File: src/rtl/matmul_operand_sequencer.sv
// Operand store and run sequencer for the 3x3 MAC-array matrix multiplier.
// A start runs one clear cycle, three accumulate cycles (k = 0..2) and an
// unload window of UNLOAD_CYCLES, then pulses done.
// Optional build macro MATSEQ_PINGPONG_EN: two operand banks so the next
// matrix pair can be written while a run is in progress.
module matmul_operand_sequencer #(
  parameter int DW            = 4,
  parameter int UNLOAD_CYCLES = 9
) (
  input  logic          clk,
  input  logic          rst_n,
  input  logic          wr_en,
  input  logic          wr_sel,
  input  logic [3:0]    wr_addr,
  input  logic [DW-1:0] wr_data,
  input  logic          start,
  output logic          busy,
  output logic          done,
  output logic          wr_err,
  output logic [DW-1:0] data_w1,
  output logic [DW-1:0] data_w2,
  output logic [DW-1:0] data_w3,
  output logic [DW-1:0] data_x1,
  output logic [DW-1:0] data_x2,
  output logic [DW-1:0] data_x3,
  output logic [8:0]    load,
  output logic [8:0]    clear,
  output logic          unload_res
);

  localparam int CNTW = (UNLOAD_CYCLES > 1) ? $clog2(UNLOAD_CYCLES) : 1;
  localparam logic [CNTW-1:0] LAST_UNLD = CNTW'(UNLOAD_CYCLES - 1);

  typedef enum logic [2:0] {
    S_IDLE,
    S_CLR,
    S_MAC0,
    S_MAC1,
    S_MAC2,
    S_UNLD,
    S_DONE
  } state_t;

  state_t          state_q, state_d;
  logic [CNTW-1:0] unldCnt_q, unldCnt_d;

  // Matrix view used by the current run, row-major r*3+c
  logic [8:0][DW-1:0] rdW, rdX;

  logic wrValid;
  logic errDrop;
  logic startAccept;

  assign wrValid     = wr_en && (wr_addr <= 4'd8);
  assign startAccept = (state_q == S_IDLE) && start;

`ifdef MATSEQ_PINGPONG_EN
  logic [1:0][8:0][DW-1:0] wMem_q, xMem_q;
  logic                    act_q;

  // Writes always fill the idle bank; starting a run flips which bank is live
  always_ff @(posedge clk or negedge rst_n) begin
    if (!rst_n) begin
      wMem_q <= '0;
      xMem_q <= '0;
      act_q  <= 1'b0;
    end else begin
      if (startAccept) begin
        act_q <= ~act_q;
      end
      if (wrValid) begin
        if (wr_sel) begin
          xMem_q[~act_q][wr_addr] <= wr_data;
        end else begin
          wMem_q[~act_q][wr_addr] <= wr_data;
        end
      end
    end
  end

  assign rdW     = wMem_q[act_q];
  assign rdX     = xMem_q[act_q];
  assign errDrop = 1'b0;
`else
  logic [8:0][DW-1:0] wMem_q, xMem_q;
  logic               wrAccept;

  assign wrAccept = wrValid && (state_q == S_IDLE);
  assign errDrop  = wrValid && (state_q != S_IDLE);

  // Single bank: operands may only change while no run is in progress
  always_ff @(posedge clk or negedge rst_n) begin
    if (!rst_n) begin
      wMem_q <= '0;
      xMem_q <= '0;
    end else if (wrAccept) begin
      if (wr_sel) begin
        xMem_q[wr_addr] <= wr_data;
      end else begin
        wMem_q[wr_addr] <= wr_data;
      end
    end
  end

  assign rdW = wMem_q;
  assign rdX = xMem_q;
`endif

  // Next-state and unload counter sequencing
  always_comb begin
    state_d   = state_q;
    unldCnt_d = unldCnt_q;
    case (state_q)
      S_IDLE: if (start) state_d = S_CLR;
      S_CLR:  state_d = S_MAC0;
      S_MAC0: state_d = S_MAC1;
      S_MAC1: state_d = S_MAC2;
      S_MAC2: begin
        state_d   = S_UNLD;
        unldCnt_d = '0;
      end
      S_UNLD: begin
        if (unldCnt_q == LAST_UNLD) begin
          state_d = S_DONE;
        end else begin
          unldCnt_d = unldCnt_q + CNTW'(1);
        end
      end
      S_DONE:  state_d = S_IDLE;
      default: state_d = S_IDLE;
    endcase
  end

  // Column k of W and row k of X for the accumulate state being entered
  logic [DW-1:0] colW1, colW2, colW3, colX1, colX2, colX3;

  always_comb begin
    colW1 = '0;
    colW2 = '0;
    colW3 = '0;
    colX1 = '0;
    colX2 = '0;
    colX3 = '0;
    case (state_d)
      S_MAC0: begin
        colW1 = rdW[0]; colW2 = rdW[3]; colW3 = rdW[6];
        colX1 = rdX[0]; colX2 = rdX[1]; colX3 = rdX[2];
      end
      S_MAC1: begin
        colW1 = rdW[1]; colW2 = rdW[4]; colW3 = rdW[7];
        colX1 = rdX[3]; colX2 = rdX[4]; colX3 = rdX[5];
      end
      S_MAC2: begin
        colW1 = rdW[2]; colW2 = rdW[5]; colW3 = rdW[8];
        colX1 = rdX[6]; colX2 = rdX[7]; colX3 = rdX[8];
      end
      default: ;
    endcase
  end

  logic          busy_q, done_q, wrErr_q, unload_q;
  logic [8:0]    load_q, clear_q;
  logic [DW-1:0] dw1_q, dw2_q, dw3_q, dx1_q, dx2_q, dx3_q;

  // State register with outputs registered from the state being entered
  always_ff @(posedge clk or negedge rst_n) begin
    if (!rst_n) begin
      state_q   <= S_IDLE;
      unldCnt_q <= '0;
      busy_q    <= 1'b0;
      done_q    <= 1'b0;
      wrErr_q   <= 1'b0;
      unload_q  <= 1'b0;
      load_q    <= '0;
      clear_q   <= '0;
      dw1_q     <= '0;
      dw2_q     <= '0;
      dw3_q     <= '0;
      dx1_q     <= '0;
      dx2_q     <= '0;
      dx3_q     <= '0;
    end else begin
      state_q   <= state_d;
      unldCnt_q <= unldCnt_d;
      busy_q    <= (state_d != S_IDLE);
      done_q    <= (state_d == S_DONE);
      wrErr_q   <= errDrop;
      unload_q  <= (state_d == S_UNLD);
      clear_q   <= (state_d == S_CLR) ? 9'h1FF : 9'h000;
      load_q    <= ((state_d == S_MAC0) || (state_d == S_MAC1) || (state_d == S_MAC2))
                   ? 9'h1FF : 9'h000;
      dw1_q     <= colW1;
      dw2_q     <= colW2;
      dw3_q     <= colW3;
      dx1_q     <= colX1;
      dx2_q     <= colX2;
      dx3_q     <= colX3;
    end
  end

  assign busy       = busy_q;
  assign done       = done_q;
  assign wr_err     = wrErr_q;
  assign unload_res = unload_q;
  assign load       = load_q;
  assign clear      = clear_q;
  assign data_w1    = dw1_q;
  assign data_w2    = dw2_q;
  assign data_w3    = dw3_q;
  assign data_x1    = dx1_q;
  assign data_x2    = dx2_q;
  assign data_x3    = dx3_q;

endmodule
File: config.mk
export PLATFORM = sky130hd
export DESIGN_NAME = matmul_operand_sequencer
export DESIGN_NICKNAME = d
export VERILOG_FILES = /design/src/rtl/matmul_operand_sequencer.sv
export SDC_FILE = /design/constraint.sdc
export NUM_CORES = 1
export LEC_CHECK = 0
export CAP_MARGIN = 20
export CORE_ASPECT_RATIO = 0.7
export CORE_MARGIN = 1
export CORE_UTILIZATION = 30
export CTS_BUF_LIST = sky130_fd_sc_hd__clkbuf_4 sky130_fd_sc_hd__clkbuf_8
export DETAILED_ROUTE_END_ITERATION = 12
export PLACE_DENSITY = 0.61
export RECOVER_POWER = 100
export SYNTH_ARGS = -nofsm -noshare
export SYNTH_HDL_FRONTEND = slang
export SYNTH_SLANG_ARGS = --single-unit
File: constraint.sdc
create_clock -name clk -period 1.6 [get_ports clk]
set_input_delay 0.24 -clock clk [delete_from_list [all_inputs] [get_ports clk]]
set_output_delay 0.24 -clock clk [all_outputs]
set_load 0.02 [all_outputs]
* Word level (Yosys, flattened, before mapping)
Index checks and enable logic that the tools add are counted.
** Word-level totals
- Bits of input ports :: 13
- Register bits after elaboration :: 125
- Word-level logic and storage cells :: 80
** Operators by class
- Multiplexer cells :: 17
- Order comparisons :: 3
- Reduce and logical (&&, ||, !) cells :: 13
- Bitwise gates (word level) :: 1
- Equal/unequal tests :: 13
- Add/subtract/negate cells :: 1
** Operators with widths (number)
- bitwise mux 36 bit :: 2
- one-hot mux 4 bit (3 select lines) :: 6
- two-way mux 9 bit :: 2
- one-hot mux 3 bit (6 select lines) :: 1
- demux 4 bit (select 4 bit) :: 1
- == test 3 bit, second input constant :: 5
- == test 3 x 2 -> 1 bit, second input constant :: 4
- two-way mux 4 bit :: 2
- one-hot mux 4 bit (2 select lines) :: 1
- == test 3 x 1 -> 1 bit, second input constant :: 2
- two-way mux 3 bit :: 2
- AND reduction 2 bit :: 3
- nonzero test 3 bit :: 2
- less-than comparator 4 x 5 -> 1 bit, second input constant :: 1
- adder 4 x 1 -> 4 bit, second input constant :: 1
- == test 4 bit, second input constant :: 1
- greater-or-equal comparator 4 x 1 -> 1 bit, second input constant :: 1
- <= comparator 4 bit, second input constant :: 1
- logical AND 1 bit :: 4
- zero test 3 bit :: 1
- logical OR 1 bit :: 2
- inequality test 2 bit, second input constant :: 1
- nonzero test 2 bit :: 1
- NOT 1 bit :: 1

* Depth between registers and ports, before layout
Gate-level depths: netlist of run 1.
- Depth after elaboration :: 7
- Depth in mapped cells :: 6
- Depth with buffers taken out :: 5

* Worst setup path after synthesis of run 1
No wires, ideal clock.
- Kind :: reg2reg
- Start :: reg state_q[0]
- End :: reg xMem_q (netlist bit rdX[24])
- Data required time :: 1472 ps
- Setup time :: 128 ps
- Path buffers :: 0
- Slack :: -174 ps
- Clock period less this slack :: 1774 ps
- Stages on the path, launching flop included :: 4
- Data arrival time :: 1646 ps
- Path through :: dfrtp_1 -> or4b_4 -> nor4b_4 -> mux2_1
** On the way
- Longest elaborated chain between the ends :: 3
** Ends and longest elaborated chain
- from (decl) :: line 44 : state_t state_q, state_d;
- from (signal assigned) :: line 183 : state_q <= state_d;
- zero test 3 bit :: line 88 : assign wrAccept = wrValid && (state_q == S_IDLE);
- logical AND 1 bit :: line 88
- AND reduction 2 bit (no line)
- to (signal, indexed assignment) :: line 98 : xMem_q[wr_addr] <= wr_data;
- to (decl) :: line 85 : logic [8:0][DW-1:0] wMem_q, xMem_q;
Every way passes these cells.
A chain may end at the register's enable or synchronous reset.

* Worst setup path in the final report of run 1
- Start :: reg state_q[2]
- End :: reg xMem_q (netlist bit rdX[24])
The elaborated chain is that of the path after synthesis.

==> results of run 1 <==
-- registers in the layout, summed over array words and instances (netlist names) --
register / cells
busy: 1
clear: 1
data_w1: 4
data_w2: 4
data_w3: 4
data_x1: 4
data_x2: 4
data_x3: 4
done: 1
load: 1
rdW: 36
rdX: 36
state_q: 3
unldCnt_q: 4
unload_res: 1
wr_err: 1
-- worst register-to-register path: cells and delay by family, from the launching register on --
family / cells / cell delay (ns)
DFF: 1 / 0.40
muxes: 1 / 0.31
buffers and inverters: 1 / 0.18
and+or+nand+nor: 2 / 0.89
-- power groups by stage --
stage	clock (mW)	sequential, mW	combinational, mW
floorplan	0	4.05	2.10
global placement	0	3.89	3.38
detailed placement	0	3.91	3.44
CTS	1.77	3.87	3.57
global route	1.87	3.97	3.86
finish	1.71	3.87	3.57
-- final timing paths --
kind / cells past startpoint / end / start / slack (ns)
min: 2 / rdW[33] / rst_n / 0.40
min reg2reg: 1 / rdW[23] / rdW[23] / 0.51
min in group clk: 2 / clear[7] / start / 0.49
max reg2reg: 4 / rdX[24] / state_q[2] / -0.29
max: 4 / rdX[24] / state_q[2] / -0.29
max in group asynchronous: 3 / state_q[2] / rst_n / 0.22
-- through the flow --
stage                     util (%)  power [mW]  cells
after detailed placement      37.2        7.35    619
after floorplan                  -        6.15    358
after global routing          40.1        9.70    649
after CTS                     40.1        9.20    644
after global placement        37.2        7.26    619
final                         40.1        9.15    649
-- per-layer routing --
metal  vias to the layer above  share of wire (%)
li1                       1436                  -
met1                      1564                 49
met2                        69                 45
met3                        14                4.2
met4                         0                1.4
met5                         -                  0
-- cells by family (layout without fill, tap and decap cells) --
kind of cell	Yosys count	in the layout	share of synthesized area [%]
buf+inv	42	133	4.70
simple gates	73	73	9.69
fa+ha+maj	2	2	0.522
compound gates	34	34	5.20
mux	98	98	23.0
flops	109	109	56.9
-- cell usage after synthesis (4+ instances only) --
cell      instances  share of area (%)
mux2_2           92                 22
clkbuf_1         16                1.3
a22oi_1          24                3.8
dfrtp_1         109                 57
inv_1             4               0.31
nor2_1           28                2.2
mux2_1            4               0.94
nand3_1          10                1.0
nand2b_1          6               0.78
buf_4            17                2.7
-- layout make-up --
| cell class | count | area, um^2 | area share [%] |
|---|---|---|---|
| tap | 200 | 250 | 4.02 |
| clock inverter | 3 | 45.0 | 0.723 |
| inverter | 4 | 15.0 | 0.241 |
| sequential | 109 | 2730 | 43.8 |
| multi-input combinational | 207 | 2070 | 33.2 |
| clock buffer | 13 | 160 | 2.57 |
| timing repair buffer | 113 | 960 | 15.4 |
-- repair_timing --
item | CTS | global route
pin swaps | 7 | 4
resized for setup | 60 | 29
endpoints found under the hold margin | 20 | 0
buffers inserted | 7 | 5
hold buffers | 1 | 0
endpoints found under the setup margin | 103 | 92
cloned | 1 | 0
==> impl_metrics.env, run 1 <==
export IMPL_grt_max_degree=37
export IMPL_leakagePower_nw=2.93
export IMPL_holdCritPathClass="primary input to async pin"
export IMPL_start_util_pct=30.8
export IMPL_power_density_nw_per_um2=1470
export IMPL_worst_pin_slew_ns=0.632
export IMPL_path_delay_family="simple AND/OR/NAND/NOR gates"
export IMPL_finalWorstPathRequiredPeriod_ns=1.89
export IMPL_fin_hold_ws_ns=0.404
export IMPL_cts_root_buf="clkbuf_8"
export IMPL_cp_slowest_cell="or4b_4"
export IMPL_pwr_share_seq_pct=42.3
export IMPL_die_h_um=108
export IMPL_ys_ff_latch=109
export IMPL_wl_mm=10.8
export IMPL_cp_max_fo=4
export IMPL_worst_path_buf_inv=1
export IMPL_cts_made_buffers=9
export IMPL_violations="setup timing"
export IMPL_ir_worst_vdd_v=0.000606
export IMPL_synth_distinct_cells=37
export IMPL_fmax_mhz=530
export IMPL_dr_pass1_iters=4
export IMPL_finalMaxSlewViolations=0
export IMPL_dpl_cell_area_um2=5780
export IMPL_hold_violations=0
export IMPL_diodes=0
export IMPL_ys_seq_area_share_pct=56.9
export IMPL_routedWlPerCell_um=16.6
export IMPL_grt_busiest_layer="met2"
export IMPL_p_clk_share_pct=18.7
export IMPL_switchingPower_mw=3.15
export IMPL_status="finished with violations"
export IMPL_power_frac_comb_pct=39.0
export IMPL_grt_util_met1_pct=18.5
export IMPL_end_kind="flip-flop"
export IMPL_switching_share_pct=34.5
export IMPL_remaining_drc_errors=0
export IMPL_synth_edf_count=0
export IMPL_synth_cell_area_um2=4790
export IMPL_portBuffers=58
export IMPL_n_fill_cell=1474
export IMPL_antenna_found_initial=0
export IMPL_netlist_instances=358
export IMPL_dieArea_um2=16500
export IMPL_cts_buffer_depth=2
export IMPL_finalCritPeriodShare_pct=118
export IMPL_layout_setup_ws_ns=-0.287
export IMPL_path_class="flip-flop to flip-flop"
export IMPL_grt_setup_unrepaired="yes"
export IMPL_final_common_cell="dfrtp_1"
export IMPL_max_slew_margin_rel_pct=57.9
export IMPL_met2_usage_pct=22.9
export IMPL_critPathLaunchType="flip-flop"
export IMPL_insertion_delay_ns=0.38
export IMPL_overflow=0
export IMPL_skew_ns=0.00961
export IMPL_die_w_um=153
export IMPL_power_internal_mw=6.00
export IMPL_setup_tns_ns=-14.21
export IMPL_final_cell_mix="109 x dfrtp_1, 71 x mux2_2, 33 x buf_4"
export IMPL_grtUsageMet3_pct=3.50
export IMPL_cts_sinks=109
export IMPL_cpPeakStageDelay_ns=0.61
export IMPL_arrival_ns=2.16
export IMPL_gp_congestion=0.746
export IMPL_place_hpwl_mm=7.06
export IMPL_synthArstFlopShare_pct=100
export IMPL_rows=38
export IMPL_pre_cts_ws_ns=-0.530
export IMPL_synth_nets=373
export IMPL_cts_reportedPaths_clkPinSlew_ns=0.10
export IMPL_vias_per_cell=4.75
export IMPL_areaGrowthSynthToFinish_pct=29.9
export IMPL_grt_pass1_wl_mm=17.8
export IMPL_drive_gt1_share_pct=41.4
export IMPL_cap_viol_max_count=0
export IMPL_num_vias=3083
export IMPL_ys_warn_count=0
export IMPL_stdcell_area_um2=6230
export IMPL_critPathRequiredTime_ns=1.87
export IMPL_htree_levels=3
export IMPL_cts_tree="yes"
export IMPL_setup_viol=97
export IMPL_io_pins=59
export IMPL_nets=459
export IMPL_ant_nets=0
export IMPL_path_cells="or4b_4, nor4b_4, buf_4, mux2_4"
export IMPL_core_um2=15500
export IMPL_drtIter0Drc=108
export IMPL_dominantRegCellSynth="dfrtp_1"
export IMPL_first_global_vias=3303
export IMPL_track_usage_pct=14.1
export IMPL_synth_area_per_cell_um2=13.4
(Power assumes the default switching activity.)
==> run 2: changes to the inputs <==
- PLACE_DENSITY: 0.61 -> 0.59
- clock period: 1.6 -> 2.1 ns (I/O delays scaled with it)
==> run 2 against run 1 <==
  * The run now ends clean
  * Die area stayed put
  * Worst hold slack gained 0.098 ns
  * Count of clock-buffer cells in the layout decreased by 3
  * First-iteration DRC count rose by 31%
  * Via count is 3.9% lower
  * Sequential cell count is the same
  * Final cell count down 4.9%
  * Utilization shrank 2.7 points
==> impl_metrics.env, run 2 (synthesis gave the netlist of run 1 again) <==
export IMPL_holdCritPathClass="flip-flop to flip-flop"
export IMPL_final_common_cell="dfrtp_1"
export IMPL_nets=429
export IMPL_finalCritPeriodShare_pct=92.0
export IMPL_cts_buffer_depth=2
export IMPL_overflow=0
export IMPL_cts_made_buffers=9
export IMPL_arrival_ns=2.18
export IMPL_status="completed"
export IMPL_finalMaxSlewViolations=0
export IMPL_insertion_delay_ns=0.36
export IMPL_routedWlPerCell_um=16.4
export IMPL_hold_violations=0
export IMPL_track_usage_pct=13.3
export IMPL_fmax_mhz=517
export IMPL_setup_tns_ns=0
export IMPL_skew_ns=0.00721
export IMPL_final_cell_mix="109 x dfrtp_1, 92 x mux2_2, 47 x dlygate4sd3_1"
export IMPL_io_pins=59
export IMPL_worst_pin_slew_ns=0.992
export IMPL_drtIter0Drc=141
export IMPL_num_vias=2963
export IMPL_ant_nets=0
export IMPL_first_global_vias=3029
export IMPL_ir_worst_vdd_v=0.000439
export IMPL_fin_hold_ws_ns=0.502
export IMPL_cp_max_fo=5
export IMPL_htree_levels=3
export IMPL_max_slew_margin_rel_pct=33.9
export IMPL_portBuffers=58
export IMPL_critPathRequiredTime_ns=2.35
export IMPL_core_um2=15500
export IMPL_die_w_um=153
export IMPL_cts_reportedPaths_clkPinSlew_ns=0.10
export IMPL_remaining_drc_errors=0
export IMPL_setup_viol=0
export IMPL_cap_viol_max_count=0
export IMPL_grt_setup_unrepaired="no"
export IMPL_cts_root_buf="clkbuf_8"
export IMPL_wl_mm=10.1
export IMPL_cts_tree="yes"
export IMPL_power_density_nw_per_um2=1140
export IMPL_dieArea_um2=16500
export IMPL_rows=38
export IMPL_dr_pass1_iters=4
export IMPL_grt_max_degree=52
export IMPL_critPathLaunchType="flip-flop"
export IMPL_grt_pass1_wl_mm=16.8
export IMPL_path_class="flip-flop to flip-flop"
export IMPL_post_cts_buffers=0
export IMPL_drive_gt1_share_pct=32.4
export IMPL_antenna_found_initial=0
export IMPL_vias_per_cell=4.80
export IMPL_cts_sinks=109
export IMPL_finalWorstPathRequiredPeriod_ns=1.93
export IMPL_areaGrowthSynthToFinish_pct=21.1
export IMPL_leakagePower_nw=2.79
export IMPL_place_hpwl_mm=6.87
export IMPL_diodes=0
export IMPL_start_util_pct=30.8
export IMPL_die_h_um=108
export IMPL_gp_congestion=0.765
export IMPL_end_kind="flip-flop"
[run 2: cell type report]
class / count / area [um^2]
fillers: 1493 / 9740
clock inverters: 4 / 50.0
repair buffers: 83 / 791
flip-flops and latches: 109 / 2730
multi-input cells: 207 / 1830
inverters: 4 / 15.0
well taps: 200 / 250
clock buffers: 10 / 138
[run 2: critical path: stages, from the launching register on]
cell and delay, ns:
dfrtp_1 0.46, or4b_4 0.59, nor4_4 0.39, mux2_2 0.39
[run 2: repair_timing]
item | 4_1_cts | 5_1_grt
hold buffers | 1 | 0
resized for setup | 0 | 0
endpoints found under the hold margin | 37 | 0
[run 2: path summary, 6_finish.rpt]
kind                                  from       to  slack, ns  cells after the start
worst max-delay path            state_q[1]  rdX[18]       0.17                      3
worst max register to register  state_q[1]  rdX[18]       0.17                      3
max in group asynchronous            rst_n   rdX[1]       0.40                      3
min in group asynchronous            rst_n  rdX[15]       0.64                      2
worst min register to register     rdX[26]  rdX[26]       0.50                      1
worst min-delay path               rdX[26]  rdX[26]       0.50                      1
[run 2: through the flow]
step | power, mW | utilization, % | cell area (um^2) | cells | setup slack, ns
final | 6.61 | 37.3 | 5800 | 617 | 0.167
after CTS | 6.83 | 37.5 | 5830 | 617 | 0.155
after global placement | 5.52 | 36.2 | 5630 | 602 | -0.115
after floorplan | 4.65 | - | 4790 | 358 | 0.326
after global routing | 7.03 | 37.3 | 5800 | 617 | 0.0710
after detailed placement | 5.57 | 36.2 | 5630 | 602 | -0.147
[run 2: per-layer routing]
layer	vias to the layer above	GRT usage [%]	part of all wire, %
met5	-	0	0
met4	0	2.81	0.60
met3	10	3.30	4.3
met2	68	20.3	44
met1	1506	18.9	51
li1	1379	-	-
[run 2: report_power, final]
| group | internal [mW] | total [mW] | leakage (nW) | switching, mW |
|---|---|---|---|---|
| Combinational | 1.11 | 2.44 | 1.23 | 1.32 |
| Sequential | 2.65 | 2.93 | 1.47 | 0.289 |
| Clock | 0.569 | 1.24 | 0.0902 | 0.670 |
